File: config.mk
export PLATFORM = sky130hd
export DESIGN_NAME = main_controller
export DESIGN_NICKNAME = d
export VERILOG_FILES = /design/src/rtl/main_controller.sv
export SDC_FILE = /design/constraint.sdc
export NUM_CORES = 1
export LEC_CHECK = 0
export ABC_AREA = 1
export BUFFER_PORTS_ARGS = -buffer_cell sky130_fd_sc_hd__buf_2
export CELL_PAD_IN_SITES_DETAIL_PLACEMENT = 1
export CELL_PAD_IN_SITES_GLOBAL_PLACEMENT = 1
export CORE_ASPECT_RATIO = 0.75
export CORE_MARGIN = 2
export CORE_UTILIZATION = 33
export CTS_CLUSTER_SIZE = 20
export DETAILED_ROUTE_END_ITERATION = 16
export PLACE_DENSITY = 0.78
export SYNTH_ARGS = -nofsm -noshare
export SYNTH_HDL_FRONTEND = slang
export SYNTH_SLANG_ARGS = --single-unit
File: constraint.sdc
create_clock -name clk -period 1.5 [get_ports clk]
set_input_delay 0.3 -clock clk [delete_from_list [all_inputs] [get_ports clk]]
set_output_delay 0.3 -clock clk [all_outputs]
set_load 0.03 [all_outputs]
File: src/rtl/main_controller.sv
// Multi-cycle RV32I control FSM: decodes the fetched word and sequences
// PC, register-file and data-RAM strobes; halts on illegal encodings.
module main_controller #(
    parameter int unsigned LOAD_WAIT = 1,
    parameter int unsigned CNT_WIDTH = 32
) (
    input  logic                 clk,
    input  logic                 reset,
    input  logic [31:0]          instr,
    input  logic                 stall,
    output logic                 pcEn,
    output logic [1:0]           pcSelect,
    output logic                 regWrite,
    output logic                 aluSrc,
    output logic                 ramRdEn,
    output logic                 ramWrEn,
    output logic                 isByte,
    output logic                 isHalf,
    output logic                 isWord,
    output logic [1:0]           memToReg,
    output logic                 halted,
    output logic [2:0]           state,
    output logic [CNT_WIDTH-1:0] instr_retired
);

    typedef enum logic [2:0] {
        S_FETCH  = 3'd0,
        S_DECODE = 3'd1,
        S_EXEC   = 3'd2,
        S_MEM    = 3'd3,
        S_WB     = 3'd4,
        S_TRAP   = 3'd7
    } state_e;

    localparam logic [6:0] OP_R    = 7'b0110011;
    localparam logic [6:0] OP_I    = 7'b0010011;
    localparam logic [6:0] OP_LD   = 7'b0000011;
    localparam logic [6:0] OP_ST   = 7'b0100011;
    localparam logic [6:0] OP_BR   = 7'b1100011;
    localparam logic [6:0] OP_JAL  = 7'b1101111;
    localparam logic [6:0] OP_JALR = 7'b1100111;
    localparam logic [6:0] OP_LUI  = 7'b0110111;

    localparam logic [3:0] WAIT_LAST = 4'(LOAD_WAIT - 1);

    state_e               state_q, state_d;
    logic [3:0]           wait_q, wait_d;
    logic [6:0]           op_q, op_d;
    logic [2:0]           f3_q, f3_d;
    logic [CNT_WIDTH-1:0] ret_q, ret_d;

    logic is_ld, is_st, is_br, is_jal, is_jalr, is_lui, is_ialu;
    logic active;
    logic unused_bits;

    function automatic logic op_legal(input logic [6:0] op,
                                      input logic [2:0] f3);
        logic ok;
        case (op)
            OP_R, OP_I, OP_BR, OP_JAL, OP_JALR, OP_LUI: ok = 1'b1;
            OP_LD, OP_ST: ok = (f3[1:0] != 2'b11);
            default: ok = 1'b0;
        endcase
        return ok;
    endfunction

    assign unused_bits = ^{instr[31:15], instr[11:7], f3_q[2]};

    assign is_ld   = (op_q == OP_LD);
    assign is_st   = (op_q == OP_ST);
    assign is_br   = (op_q == OP_BR);
    assign is_jal  = (op_q == OP_JAL);
    assign is_jalr = (op_q == OP_JALR);
    assign is_lui  = (op_q == OP_LUI);
    assign is_ialu = (op_q == OP_I);

    // Decoded controls only mean something once the fields are latched
    assign active = (state_q == S_EXEC) || (state_q == S_MEM) ||
                    (state_q == S_WB);

    always_ff @(posedge clk or negedge reset) begin
        if (!reset) begin
            state_q <= S_FETCH;
            wait_q  <= '0;
            op_q    <= '0;
            f3_q    <= '0;
            ret_q   <= '0;
        end else begin
            state_q <= state_d;
            wait_q  <= wait_d;
            op_q    <= op_d;
            f3_q    <= f3_d;
            ret_q   <= ret_d;
        end
    end

    always_comb begin
        state_d  = state_q;
        wait_d   = wait_q;
        op_d     = op_q;
        f3_d     = f3_q;
        ret_d    = ret_q;
        pcEn     = 1'b0;
        regWrite = 1'b0;
        ramRdEn  = 1'b0;
        ramWrEn  = 1'b0;
        halted   = 1'b0;
        unique case (state_q)
            S_FETCH: begin
                if (!stall) state_d = S_DECODE;
            end
            S_DECODE: begin
                if (!stall) begin
                    op_d    = instr[6:0];
                    f3_d    = instr[14:12];
                    state_d = op_legal(instr[6:0], instr[14:12])
                              ? S_EXEC : S_TRAP;
                end
            end
            S_EXEC: begin
                if (!stall) state_d = (is_ld || is_st) ? S_MEM : S_WB;
            end
            S_MEM: begin
                if (is_ld) begin
                    ramRdEn = 1'b1;
                    if (!stall) begin
                        if (wait_q == WAIT_LAST) begin
                            wait_d  = '0;
                            state_d = S_WB;
                        end else begin
                            wait_d = wait_q + 4'd1;
                        end
                    end
                end else begin
                    ramWrEn = !stall;
                    if (!stall) state_d = S_WB;
                end
            end
            S_WB: begin
                pcEn     = !stall;
                regWrite = !stall && !is_st && !is_br;
                if (!stall) begin
                    ret_d   = ret_q + 1'b1;
                    state_d = S_FETCH;
                end
            end
            S_TRAP: begin
                halted = 1'b1;
            end
            default: begin
                state_d = S_TRAP;
            end
        endcase
    end

    always_comb begin
        aluSrc   = 1'b0;
        memToReg = 2'b00;
        pcSelect = 2'b00;
        isByte   = 1'b0;
        isHalf   = 1'b0;
        isWord   = 1'b0;
        if (active) begin
            aluSrc = is_ialu || is_ld || is_st || is_jalr;
            unique case (1'b1)
                is_ld:            memToReg = 2'b01;
                is_jal, is_jalr:  memToReg = 2'b10;
                is_lui:           memToReg = 2'b11;
                default:          memToReg = 2'b00;
            endcase
            unique case (1'b1)
                is_br:   pcSelect = 2'b01;
                is_jal:  pcSelect = 2'b10;
                is_jalr: pcSelect = 2'b11;
                default: pcSelect = 2'b00;
            endcase
            if (is_ld || is_st) begin
                isByte = (f3_q[1:0] == 2'b00);
                isHalf = (f3_q[1:0] == 2'b01);
                isWord = (f3_q[1:0] == 2'b10);
            end
        end
    end

    assign state         = state_q;
    assign instr_retired = ret_q;

endmodule

==> summary.md <==
| Metric | Value |
|---|---|
| Dpl cell area | 3990 um2 |
| Post-synth top area share | 40.7% |
| Layout Skew | 0.0121 ns |
| Crit path capture type | primary output |
| Total congestion overflow | 0 |
| Placed insts | 651 |
| Peak Freq | 495 MHz |
| Crit share post-route | 135% |
| Die Ht | 85.9 um |
| Max VDD drop | 0.607 mV |
| WL met3 | 1170 um |
| M1 wire length | 6700 um |
| Layout Utilization | 62.3% |
| Failing checks | design-rule violations, negative hold slack, negative setup slack |
| DR top layer | met4 |
| Met2 WL post-DR | 8020 um |
| Router iterations before antenna repair | 13 |
| Post-route ant nets | 0 |
| Synth-to-Final Area Change | 81.0% |
| Dpl ws | -0.191 ns |
| Crit path max fanout | 4 |
| Worst path cell trace | nor3_4 > nand4_1 > buf_4 > a21oi_4 > buf_6 |
| Synthesized instance count | 424 |
| Worst endpoint required time | 1.20 ns |
| Slowest stage delay, CP | 0.45 ns |
| Seq/Total Area, Yosys | 40.7% |
| Initial antenna violation count | 0 |
| # hold bufs at CTS | 0 |
| Commonest non-fill, non-tap cells in the layout | 114 x nand2_1, 65 x buf_4, 50 x buf_6, 46 x inv_1, 45 x buf_2 |
| Global-route wire length before repair | 21,000 um |
| Post-route setup slack | -0.520 ns |
| Worst Max-Slew Pin Slew | 0.335 ns |
| Cell Count, Final, Fillers Out | 705 |
| Final hold vios | 12 |
| Final HPWL DP | 7910 um |
| Total track usage | 27.7% |
| CP max-delay cell | dfrtp_2 |
| Status | finished with violations |
| Clock transition at path regs | 0.07 ns |
| Power Total | 7.16 mW |
| Mapped Area | 2950 um2 |
| DRC violations left | 2 |
| R2r startpoint | state[0] |
| Clk_lat worst skew | 0.30 ns |
| Mean Syn Cell Area | 6.96 um2 |
| Number of synthesis warnings | 0 |
| Data arrival, critical path | 1.72 ns |
| Max_cap viols | 0 |
| Number of global-route vias before repair | 3,886 |
| Top cells by area, synth | dfrtp_1 41%, nand2_1 19%, inv_1 7.3% |
| Post-synth top area cell | dfrtp_1 |
| Via density | 5.46 |
| RR Endpoint | instr_retired[21] |
| Share of cells above drive strength 1 | 55.1% |
| Total wire length | 16,600 um |
| Max-slew violation count | 0 |
| FF-to-FF path depth | 8 |
| Lkg Pwr | 2.65 nW |
| Worst R2R Setup Slack | -0.42 ns |
| Clock Tree Root | clkbuf_16 |
| Pwr dens | 1340 nW/um2 |
| Count of final setup violators | 59 |
| Most common cell after layout, fill and taps aside | nand2_1 |
| Clock buffers created by TritonCTS | 5 |
| Site Rows | 29 |
| Sink Count | 48 |
| GP Congestion | 0.866 |
| Unique masters post-synth | 25 |
| Syn Nets | 462 |
| Wire per inst | 23.6 um |
| 1st-iter DRT viols | 263 |
| Crit path kind | reg -> out |
| Total Neg Setup Slack | -13.71 ns |
| CTS tree | done |
| Buf/Inv on CP | 2 |
| Final Cell Area | 5340 um2 |
| Top Family by Delay on Critical Path | flip-flops |
| RSZ-0062 raised after global routing | yes |
| # IOs | 83 |
| Synthesis-stage register bit count | 48 |
| Clock Path Buffers | 2 |
| Rel. slew slack | 77.5% |
| Final hold slack | -0.0199 ns |
| Net count, final | 634 |
| Crit path launch type | flop |
| IO Port Bufs | 59 |
| H-tree Lvls | 2 |
| Die span in x | 113 um |
| Diode count | 0 |
| Initial Util | 34.4% |
| Min cycle time layout | 2.02 ns |
| Area of the die | 9720 um2 |
| DR vias | 3,850 |
| HP Class | in -> async |
| Pin count of the biggest net entering global routing | 49 |
| Std-Cell Core Area | 8560 um2 |
[worst max path at each step]
stage	start	endpoint	slack [ns]	depth (start not counted)
CTS	op_q[6]	pcSelect[1]	-0.36	6
global placement	op_q[3]	memToReg[0]	-0.16	6
finish	op_q[4]	memToReg[1]	-0.52	5
floorplan	state[1]	isByte	-0.08	5
detailed placement	op_q[0]	memToReg[0]	-0.19	7
global route	op_q[4]	memToReg[1]	-0.53	5
[Yosys cell counts]
library cell    n
nor2_2          6
dfrtp_1        48
o21ai_0         3
nand3_4         1
nor3_2          1
nor2_1         56
a21oi_1        12
o21ai_1         7
buf_2           2
nor4_1          2
nor2_4          5
nor3_1          6
nand2_2         2
mux2_2          3
xnor2_1         6
xor2_1         10
ha_1            3
nand4_1        15
nand3b_1        4
nand3_1        20
inv_1          57
inv_2           2
o21bai_1        2
or2_2           1
nand2_1       150
[worst register-to-register path, delay by kind of cell (launching register included)]
kind | cells | cell delay (ns)
and+or+nand+nor | 5 | 0.83
buffers and inverters | 2 | 0.32
DFF | 1 | 0.44
AOI/OAI and AO/OA | 1 | 0.19
[report_power, final]
group | leakage (nW) | internal [mW] | switching [mW]
logic | 1.98 | 1.82 | 2.27
clock network | 0.0712 | 0.668 | 0.522
registers | 0.594 | 1.54 | 0.335
total | 2.65 | 4.03 | 3.13
[registers in the layout, indices dropped and copies added (netlist names)]
register and flops:
state 3, wait_q 4, instr_retired 32, op_q 7, f3_q 2
[layout make-up]
cell class	count	area (um2)
fill	1011	3230
multi-input combinational	315	2180
timing repair buffer	167	1420
sequential	48	1230
inverter	59	236
clock buffer	8	146
tap	108	135
[per-layer routing]
metal	vias to the layer above	global-route usage, %
met5	-	0
met4	0	10.8
met2	216	47.7
met3	63	4.38
met1	1902	35.3
li1	1669	-
[logic make-up (layout without fill, tap and decap cells)]
logic type	after synthesis	count (layout)	share of synthesized area, %
AO/OA/AOI/OAI	24	24	4.24
adder cells (fa/ha/maj)	3	3	1.27
multiplexers	3	3	1.15
buffers and inverters	61	234	7.85
flip-flops	48	48	40.7
AND/OR/NAND/NOR	269	269	40.0
XOR/XNOR	16	16	4.75
[repair_timing]
| action | in CTS | in global routing |
|---|---|---|
| setup buffers | 27 | 29 |
| gates resized for setup | 110 | 127 |
| endpoints found under the setup margin | 42 | 59 |
| pin swaps | 25 | 41 |
| cloned | 0 | 1 |
Note: power is estimated with default switching activity, not from simulation.
